===== src/rtl/control_fsm_multi_pkg.sv =====
// Shared definitions for the multi-cycle RV32I control unit: FSM state
// type, opcode constants, datapath select encodings and ALU operation codes.
package control_fsm_multi_pkg;

  typedef enum logic [3:0] {
    S_RST      = 4'd0,
    S_FETCH    = 4'd1,
    S_DECODE   = 4'd2,
    S_MEMADR   = 4'd3,
    S_MEMREAD  = 4'd4,
    S_MEMWB    = 4'd5,
    S_MEMWRITE = 4'd6,
    S_EXECR    = 4'd7,
    S_EXECI    = 4'd8,
    S_ALUWB    = 4'd9,
    S_BRANCH   = 4'd10,
    S_JAL      = 4'd11
  } state_t;

  localparam logic [6:0] OP_LOAD   = 7'b0000011;
  localparam logic [6:0] OP_STORE  = 7'b0100011;
  localparam logic [6:0] OP_RTYPE  = 7'b0110011;
  localparam logic [6:0] OP_ITYPE  = 7'b0010011;
  localparam logic [6:0] OP_BRANCH = 7'b1100011;
  localparam logic [6:0] OP_JAL    = 7'b1101111;

  localparam logic [2:0] ALU_ADD = 3'b000;
  localparam logic [2:0] ALU_SUB = 3'b001;
  localparam logic [2:0] ALU_AND = 3'b010;
  localparam logic [2:0] ALU_OR  = 3'b011;
  localparam logic [2:0] ALU_XOR = 3'b100;
  localparam logic [2:0] ALU_SLT = 3'b101;

  localparam logic [1:0] ALUOP_ADD   = 2'b00;
  localparam logic [1:0] ALUOP_SUB   = 2'b01;
  localparam logic [1:0] ALUOP_FUNCT = 2'b10;

  localparam logic [1:0] IMM_I = 2'b00;
  localparam logic [1:0] IMM_S = 2'b01;
  localparam logic [1:0] IMM_B = 2'b10;
  localparam logic [1:0] IMM_J = 2'b11;

  localparam logic [1:0] RES_ALUOUT = 2'b00;
  localparam logic [1:0] RES_RDATA  = 2'b01;
  localparam logic [1:0] RES_ALURES = 2'b10;

  localparam logic [1:0] SRCA_PC    = 2'b00;
  localparam logic [1:0] SRCA_OLDPC = 2'b01;
  localparam logic [1:0] SRCA_RS1   = 2'b10;

  localparam logic [1:0] SRCB_RS2  = 2'b00;
  localparam logic [1:0] SRCB_IMM  = 2'b01;
  localparam logic [1:0] SRCB_FOUR = 2'b10;

  function automatic logic is_supported_op(input logic [6:0] op);
    return (op == OP_LOAD)  || (op == OP_STORE)  || (op == OP_RTYPE) ||
           (op == OP_ITYPE) || (op == OP_BRANCH) || (op == OP_JAL);
  endfunction

endpackage


===== src/rtl/control_fsm_multi_alu_dec.sv =====
// ALU decoder: maps the FSM's alu_op request plus instruction funct fields
// to an ALU operation code.
//   i_alu_op        00 add, 01 sub, 10 decode from funct fields
//   i_funct3        instr[14:12]
//   i_funct7b5      instr[30]
//   i_op5           instr[5] (distinguishes R-type from I-type)
//   o_alu_control   ALU operation
//   o_illegal_funct unsupported funct3 while funct decoding is requested
module alu_dec
  import control_fsm_multi_pkg::*;
(
  input  logic [1:0] i_alu_op,
  input  logic [2:0] i_funct3,
  input  logic       i_funct7b5,
  input  logic       i_op5,
  output logic [2:0] o_alu_control,
  output logic       o_illegal_funct
);

  always_comb begin
    o_alu_control   = ALU_ADD;
    o_illegal_funct = 1'b0;
    case (i_alu_op)
      ALUOP_SUB: o_alu_control = ALU_SUB;
      ALUOP_FUNCT: begin
        case (i_funct3)
          // funct7b5 is an immediate bit for I-type, so sub only for R-type
          3'b000:  o_alu_control = (i_op5 & i_funct7b5) ? ALU_SUB : ALU_ADD;
          3'b010:  o_alu_control = ALU_SLT;
          3'b100:  o_alu_control = ALU_XOR;
          3'b110:  o_alu_control = ALU_OR;
          3'b111:  o_alu_control = ALU_AND;
          default: o_illegal_funct = 1'b1;
        endcase
      end
      default: o_alu_control = ALU_ADD;
    endcase
  end

endmodule


===== src/rtl/control_fsm_multi.sv =====
// Main control unit of the multi-cycle RV32I core. Steps each instruction
// through fetch/decode/execute/memory/writeback and drives the datapath.
//   clk, reset      core clock; asynchronous active-high reset
//   op/funct3/funct7b5/zero  instruction fields and ALU zero flag
//   mem_ready       shared memory completes the current request
//   mem_req/mem_write/adr_src  memory request handshake and address select
//   ir_write/pc_write/reg_write  architectural write enables
//   result_src/alu_src_a/alu_src_b/imm_src/alu_control  datapath selects
//   illegal_instr   one-cycle pulse on unsupported opcode or funct3
module control_fsm_multi
  import control_fsm_multi_pkg::*;
#(
  parameter int unsigned RESET_STATE_CYCLES = 1
) (
  input  logic       clk,
  input  logic       reset,
  input  logic [6:0] op,
  input  logic [2:0] funct3,
  input  logic       funct7b5,
  input  logic       zero,
  input  logic       mem_ready,
  output logic       mem_req,
  output logic       mem_write,
  output logic       adr_src,
  output logic       ir_write,
  output logic       pc_write,
  output logic       reg_write,
  output logic [1:0] result_src,
  output logic [1:0] alu_src_a,
  output logic [1:0] alu_src_b,
  output logic [1:0] imm_src,
  output logic [2:0] alu_control,
  output logic       illegal_instr
);

  state_t     r_state;
  logic [1:0] r_rst_cnt;
  logic [1:0] w_alu_op;
  logic       w_illegal_funct;

  alu_dec u_alu_dec (
    .i_alu_op        (w_alu_op),
    .i_funct3        (funct3),
    .i_funct7b5      (funct7b5),
    .i_op5           (op[5]),
    .o_alu_control   (alu_control),
    .o_illegal_funct (w_illegal_funct)
  );

  always_ff @(posedge clk or posedge reset) begin
    if (reset) begin
      r_state   <= S_RST;
      r_rst_cnt <= '0;
    end else begin
      case (r_state)
        S_RST: begin
          if (r_rst_cnt == 2'(RESET_STATE_CYCLES - 1)) r_state <= S_FETCH;
          else r_rst_cnt <= r_rst_cnt + 2'd1;
        end
        S_FETCH:  if (mem_ready) r_state <= S_DECODE;
        S_DECODE: begin
          case (op)
            OP_LOAD, OP_STORE: r_state <= S_MEMADR;
            OP_RTYPE:          r_state <= S_EXECR;
            OP_ITYPE:          r_state <= S_EXECI;
            OP_BRANCH:         r_state <= S_BRANCH;
            OP_JAL:            r_state <= S_JAL;
            default:           r_state <= S_FETCH;
          endcase
        end
        S_MEMADR:   r_state <= op[5] ? S_MEMWRITE : S_MEMREAD;
        S_MEMREAD:  if (mem_ready) r_state <= S_MEMWB;
        S_MEMWB:    r_state <= S_FETCH;
        S_MEMWRITE: if (mem_ready) r_state <= S_FETCH;
        S_EXECR,
        S_EXECI:    r_state <= S_ALUWB;
        S_ALUWB:    r_state <= S_FETCH;
        S_BRANCH:   r_state <= S_FETCH;
        S_JAL:      r_state <= S_ALUWB;
        default:    r_state <= S_RST;
      endcase
    end
  end

  // Outputs decode the state register combinationally: handshake-qualified
  // enables act in the same cycle as mem_ready, and every output drops as
  // soon as the asynchronous reset forces RST.
  always_comb begin
    mem_req       = 1'b0;
    mem_write     = 1'b0;
    adr_src       = 1'b0;
    ir_write      = 1'b0;
    pc_write      = 1'b0;
    reg_write     = 1'b0;
    result_src    = RES_ALUOUT;
    alu_src_a     = SRCA_PC;
    alu_src_b     = SRCB_RS2;
    w_alu_op      = ALUOP_ADD;
    illegal_instr = 1'b0;
    case (r_state)
      S_FETCH: begin
        mem_req    = 1'b1;
        alu_src_b  = SRCB_FOUR;
        result_src = RES_ALURES;
        ir_write   = mem_ready;
        pc_write   = mem_ready;
      end
      S_DECODE: begin
        alu_src_a     = SRCA_OLDPC;
        alu_src_b     = SRCB_IMM;
        illegal_instr = ~is_supported_op(op);
      end
      S_MEMADR: begin
        alu_src_a = SRCA_RS1;
        alu_src_b = SRCB_IMM;
      end
      S_MEMREAD: begin
        mem_req = 1'b1;
        adr_src = 1'b1;
      end
      S_MEMWB: begin
        result_src = RES_RDATA;
        reg_write  = 1'b1;
      end
      S_MEMWRITE: begin
        mem_req   = 1'b1;
        mem_write = 1'b1;
        adr_src   = 1'b1;
      end
      S_EXECR: begin
        alu_src_a     = SRCA_RS1;
        alu_src_b     = SRCB_RS2;
        w_alu_op      = ALUOP_FUNCT;
        illegal_instr = w_illegal_funct;
      end
      S_EXECI: begin
        alu_src_a     = SRCA_RS1;
        alu_src_b     = SRCB_IMM;
        w_alu_op      = ALUOP_FUNCT;
        illegal_instr = w_illegal_funct;
      end
      S_ALUWB: begin
        reg_write = 1'b1;
      end
      S_BRANCH: begin
        alu_src_a = SRCA_RS1;
        alu_src_b = SRCB_RS2;
        w_alu_op  = ALUOP_SUB;
        case (funct3)
          3'b000:  pc_write = zero;
          3'b001:  pc_write = ~zero;
          default: illegal_instr = 1'b1;
        endcase
      end
      S_JAL: begin
        alu_src_a = SRCA_OLDPC;
        alu_src_b = SRCB_FOUR;
        pc_write  = 1'b1;
      end
      default: begin
      end
    endcase
  end

  always_comb begin
    imm_src = IMM_I;
    if (r_state != S_RST) begin
      case (op)
        OP_STORE:  imm_src = IMM_S;
        OP_BRANCH: imm_src = IMM_B;
        OP_JAL:    imm_src = IMM_J;
        default:   imm_src = IMM_I;
      endcase
    end
  end

endmodule

===== config.mk =====
export PLATFORM = sky130hd
export DESIGN_NAME = control_fsm_multi
export DESIGN_NICKNAME = d
export VERILOG_FILES = /design/src/rtl/control_fsm_multi_pkg.sv /design/src/rtl/control_fsm_multi_alu_dec.sv /design/src/rtl/control_fsm_multi.sv
export SDC_FILE = /design/constraint.sdc
export NUM_CORES = 1
export LEC_CHECK = 0
export BUFFER_PORTS_ARGS = -buffer_cell sky130_fd_sc_hd__buf_4
export CORE_ASPECT_RATIO = 1.1
export CORE_UTILIZATION = 40
export CTS_CLUSTER_SIZE = 14
export DETAILED_ROUTE_END_ITERATION = 12
export GPL_TIMING_DRIVEN = 0
export PLACE_DENSITY = 0.66
export SLEW_MARGIN = 20
export SYNTH_ARGS = -nofsm -noshare
export SYNTH_HDL_FRONTEND = slang
export SYNTH_SLANG_ARGS = --single-unit

===== constraint.sdc =====
create_clock -name clk -period 1.9 [get_ports clk]
set_input_delay 0.19 -clock clk [delete_from_list [all_inputs] [get_ports clk]]
set_output_delay 0.19 -clock clk [all_outputs]
set_load 0.01 [all_outputs]

==> results of run 1 <==
through the flow:
step | util | cell area [sq um]
final | 0.719 | 1320
after global routing | 0.719 | 1320
after CTS | 0.682 | 1260
after detailed placement | 0.586 | 1080
after global placement | 0.586 | 1080
after floorplan | - | 806
cells by family after synthesis:
family / Yosys count / synth area share
adder cells (fa/ha/maj): 4 / 0.0621
multiplexers: 2 / 0.0248
AND/OR/NAND/NOR: 51 / 0.331
XOR/XNOR: 6 / 0.0652
buffers and inverters: 19 / 0.0994
AO/OA/AOI/OAI: 25 / 0.231
flip-flops: 6 / 0.186
worst min path at each step:
stage | slack [ns] | endpoint | cells after the start
after floorplan | -0.02 | r_rst_cnt[0] | 1
after CTS | 0.18 | r_state[2] | 2
after global routing | 0.20 | r_state[2] | 2
after detailed placement | 0.13 | r_rst_cnt[0] | 2
after global placement | 0.11 | r_rst_cnt[0] | 2
final | 0.21 | r_state[2] | 2
layout make-up:
class,count,share of cell area
plain buffers,6,0.0388
inverters,12,0.0340
multi-input cells,88,0.505
flip-flops and latches,6,0.114
repair buffers,45,0.266
well taps,27,0.0255
clock buffers,3,0.0170
power by group through the flow:
stage	sequential, mW	clock [mW]	combinational (mW)
2_1_floorplan	0.178	0	0.598
3_3_place_gp	0.183	0	0.900
3_5_place_dp	0.186	0	0.910
4_1_cts	0.185	0.122	1.13
5_1_grt	0.189	0.135	1.37
6_report	0.192	0.122	1.28
Yosys cell counts (2+ instances only):
cell,n
or3_1,2
a32oi_1,2
buf_2,4
a31oi_1,4
nor4_1,3
xnor2_1,4
clkbuf_1,2
nor3_1,6
nand2_1,11
and2_1,4
nand2b_1,4
o21ai_0,5
xor2_1,2
ha_1,4
inv_1,12
dfrtp_1,6
mux2i_1,2
nor2_1,13
layer usage:
layer,share of wire,routed length (microns),GRT usage,vias up
met2,0.52,1370,0.412,58
met1,0.40,1050,0.290,483
met5,0,0,0,-
met4,0.022,57,0.0808,0
met3,0.061,160,0.0444,4
li1,-,-,-,491
sequential cells by signal, summed over array words and instances, names as in the netlist:
signal	flops
r_state	4
r_rst_cnt	2
what timing repair did:
action | 4_1_cts | 5_1_grt
pin swaps | 5 | 8
hold buffers | 1 | 0
resized for setup | 23 | 16
hold endpoints to repair | 6 | 0
setup buffers | 8 | 4
endpoints found under the setup margin | 4 | 14
layout by cell type, fill, tap and decap left out, drive strengths merged, types with 2 or more instances in the layout:
cell type  instances
buf               49
nor2              13
inv               12
nand2             11
nor3               6
dfrtp              6
o21ai              6
and2               4
a31oi              4
xnor2              4
nand2b             4
clkbuf             4
nor4               4
ha                 4
xor2               2
mux2i              2
a32oi              2
o221ai             2
or3                2
==> flow_summary.json, run 1 <==
{
  "status": "finished with violations",
  "violations": "negative setup slack",
  "cp_num_cells": 9,
  "ant_nets": 0,
  "dp.cells": 172,
  "fp.dieW_microns": 44.8,
  "r2r-start": "r_state[0]",
  "start_util": 0.438,
  "timing.critical_path.from": "r_state[2]",
  "max_freq_mhz": 485,
  "synthArstFlopShare": 1.00,
  "cts_buffer_depth": 2,
  "grt_max_degree": 11,
  "min-delay-start": "mem_ready",
  "rrSetupSlack_ns": 0.16,
  "tritoncts": "done",
  "diodes": 0,
  "synth_edf_count": 0,
  "grt_pass1_wl_microns": 3980,
  "setup_viol": 5,
  "dp_hpwl_microns": 1680,
  "die_h_microns": 49.1,
  "setup_ws_ns": -0.161,
  "comb_power_share": 0.803,
  "fillers": 160,
  "dr_total_vias": 1036,
  "required_ns": 1.71,
  "critPathArrivalTime_ns": 1.87,
  "viasPerCell": 5.54,
  "maxSlewViolCount": 0,
  "hold_path.class": "in -> reg",
  "hold_ws_ns": 0.208,
  "place.port_buffers": 32,
  "rsz0062_at_grt": "true",
  "drt-pass1-iter-count": 4,
  "regArea_sq_um": 151,
  "pwr-share-seq": 0.121,
  "crit_end": "alu_control[0]",
  "crit_path_start_kind": "flip-flop",
  "post_drt_wl_per_cell_microns": 14.1,
  "syn_area_sq_um": 806,
  "pre_cts_slack_ns": -0.120,
  "drt_iter0_markers": 46,
  "rr_worst_depth": 7,
  "num_rows": 16,
  "end_kind": "primary output",
  "synth.avg_cell_area_sq_um": 7.13,
  "multi_input_area_sq_um": 668,
  "p_switching_mw": 0.717,
  "antenna_found_initial": 0,
  "synth_area_leaders": "dfrtp_1 (19%), ha_1 (6.2%), nor2_1 (6.1%)",
  "grt_usage": 0.239,
  "clockPowerShare": 0.077,
  "finalSetupTns_ns": -0.519,
  "stdcell_count": 187,
  "yosysTopAreaCell": "dfrtp_1",
  "maxCapViolations": 0,
  "tightest_slew_ns": 0.594,
  "synth_nets": 132,
  "syn_inst": 113,
  "nets": 181,
  "io_pins": 33,
  "synth_warnings": 0,
  "clock_latency_ns": 0.25,
  "fin_crit_ns": 2.06,
  "crit_fanout": 10,
  "cpPeakStageDelay_ns": 0.42,
  "power_density_nw_per_um2": 1200,
  "cpMaxStageDelayCell": "dfrtp_1",
  "path_clk_slew_ns": 0.05,
  "hold_viol": 0,
  "power_mw": 1.59,
  "drc": 0,
  "totalWireLength_microns": 2630,
  "core_sq_um": 1840,
  "synth_flop_cell": "dfrtp_1",
  "gr-total-overflow": 0,
  "path_delay_family": "simple AND/OR/NAND/NOR gates",
  "finClkSkew_ns": 0.0111,
  "relSlewSlack": 0.600,
  "root_buffer": "clkbuf_4",
  "vdd_drop_max_mv": 0.722,
  "cp.buffers_inverters": 3,
  "drive_above_1_share": 0.469,
  "grt_pass1_vias": 914,
  "switching_share": 0.451,
  "cts.sinks": 6,
  "die_area_sq_um": 2200,
  "crit_type": "reg -> out",
  "r2r_end": "r_state[1]",
  "cts_htree_levels": 1,
  "area_growth_pct": 64.3,
  "synth_seq_cells": 6,
  "ys_seq_area_frac": 0.186,
  "path_cells": "clkbuf_8 > nand2b_4 > nor2_4 > inv_2 > ha_2 > nand2b_1 > nor2_1 > o21a_1 > buf_4",
  "synth_top_cell_area_share": 0.186,
  "place_congestion": 0.749,
  "leakagePower_nw": 0.627,
  "fin_crit_sh": 1.08,
  "numCtsBuffers": 3,
  "synth_cell_types": 41,
  "power.internal_mw": 0.871
}
Note: power is estimated with default switching activity, not from simulation.
==> run 2, diff against run 1 <==
CORE_UTILIZATION = 35   (was 40)
PLACE_DENSITY = 0.59   (was 0.66)
==> flow_summary.json, run 2 (same netlist as run 1, synthesis figures left out) <==
{
  "status": "finished with violations",
  "violations": "negative setup slack",
  "dr_total_vias": 1013,
  "hold_path.class": "in -> reg",
  "diodes": 0,
  "rr_worst_depth": 7,
  "power_density_nw_per_um2": 1200,
  "dp_hpwl_microns": 1660,
  "die_h_microns": 52.3,
  "root_buffer": "clkbuf_4",
  "largest_register_ffs": 4,
  "setup_viol": 5,
  "drt_iter0_markers": 15,
  "numCtsBuffers": 3,
  "viasPerCell": 5.30,
  "reg_top3": "r_state (4), r_rst_cnt (2)",
  "grt_most_used_layer": "met2",
  "drt-pass1-iter-count": 4,
  "maxCapViolations": 0,
  "core_sq_um": 2080,
  "cp_num_cells": 5,
  "path_delay_family": "simple AND/OR/NAND/NOR gates",
  "critPathArrivalTime_ns": 1.86,
  "cts_htree_levels": 1,
  "cts_buffer_depth": 2,
  "area_growth_pct": 67.2,
  "hold_viol": 0,
  "placed_area_sq_um": 1080,
  "place.port_buffers": 32,
  "drc": 0,
  "totalWireLength_microns": 2460,
  "fin_crit_ns": 2.05,
  "max_freq_mhz": 488,
  "clock_latency_ns": 0.25,
  "regMostFlops": "r_state",
  "num_rows": 17,
  "tightest_slew_ns": 0.599,
  "finClkSkew_ns": 0.00269,
  "crit_path_start_kind": "flip-flop",
  "grt_pass1_vias": 924,
  "layout_common_cells": "buf_4 (41), nand2_1 (11), nor2_1 (10)",
  "design_area_sq_um": 1350,
  "vdd_drop_max_mv": 0.628,
  "leakagePower_nw": 0.647,
  "setup_ws_ns": -0.149,
  "post_drt_wl_per_cell_microns": 12.9,
  "cp.buffers_inverters": 2,
  "antenna_found_initial": 0,
  "grt_pass1_wl_microns": 3860,
  "tritoncts": "done",
  "cpPeakStageDelay_ns": 0.52,
  "grt_use_met2": 0.338,
  "nets": 184,
  "maxSlewViolCount": 0,
  "drive_above_1_share": 0.460,
  "io_pins": 33,
  "crit_type": "reg -> out",
  "grt_max_degree": 11,
  "fin_crit_sh": 1.08,
  "start_util": 0.387,
  "final_common_cell": "buf_4",
  "met1_usage": 0.273,
  "crit_fanout": 6,
  "path_clk_slew_ns": 0.04,
  "ant_nets": 0,
  "path_cells": "or4b_1 > buf_6 > or3_1 > o21ai_1 > buf_4",
  "required_ns": 1.71,
  "place_congestion": 0.891,
  "end_kind": "primary output",
  "rsz0062_at_grt": "true",
  "holdPathStages": 2,
  "fp.dieW_microns": 47.8,
  "gr-total-overflow": 0,
  "cpMaxStageDelayCell": "or4b_1",
  "relSlewSlack": 0.597,
  "die_area_sq_um": 2500,
  "met3_usage": 0.0621,
  "grt_usage": 0.214,
  "cts.sinks": 6,
  "fin_util": 0.646
}
## run 2: what timing repair did
action	CTS	global route
endpoints found under the hold margin	6	0
endpoints found under the setup margin	4	9
gates cloned	0	1
hold buffers	1	0
pin swaps	3	7
resized for setup	19	17
buffers inserted	10	3
## run 2: worst paths after layout
path,start,endpoint,slack (ns)
hold / removal,mem_ready,r_state[2],0.21
hold reg to reg,r_rst_cnt[0],r_rst_cnt[0],0.53
setup / recovery,r_state[3],illegal_instr,-0.15
min in group asynchronous,reset,r_state[0],0.41
max in group asynchronous,reset,r_state[3],1.28
setup reg to reg,r_state[1],r_state[1],0.26
## run 2: power breakdown
part	internal, mW	switching, mW
sequential	0.163	0.0209
clock	0.0717	0.0496
combinational	0.682	0.625
total	0.917	0.695
## run 2: layout make-up
class,instances,area [sq um]
inverter,12,45.0
timing repair buffer,47,377
tap,28,35.0
fill,196,737
sequential,6,151
buffer,7,68.8
clock buffer,3,22.5
multi-input combinational,88,648
## run 2: through the flow
| stage | power [mW] | std cells | TNS [ns] | worst slack, ns | hold slack, ns |
|---|---|---|---|---|---|
| detailed placement | 1.10 | 173 | -0.308 | -0.122 | 0.129 |
| CTS | 1.48 | 187 | -0.433 | -0.141 | 0.199 |
| floorplan | 0.775 | 113 | 0 | 0.105 | -0.0190 |
| finish | 1.61 | 191 | -0.429 | -0.149 | 0.208 |
| global route | 1.74 | 191 | -0.812 | -0.223 | 0.232 |
| global placement | 1.09 | 173 | -0.296 | -0.122 | 0.114 |
## run 2: routing by layer
metal | part of all wire | wire length (microns)
met5 | 0 | 0
met4 | 0.016 | 40
met3 | 0.057 | 139
met2 | 0.49 | 1200
met1 | 0.44 | 1080
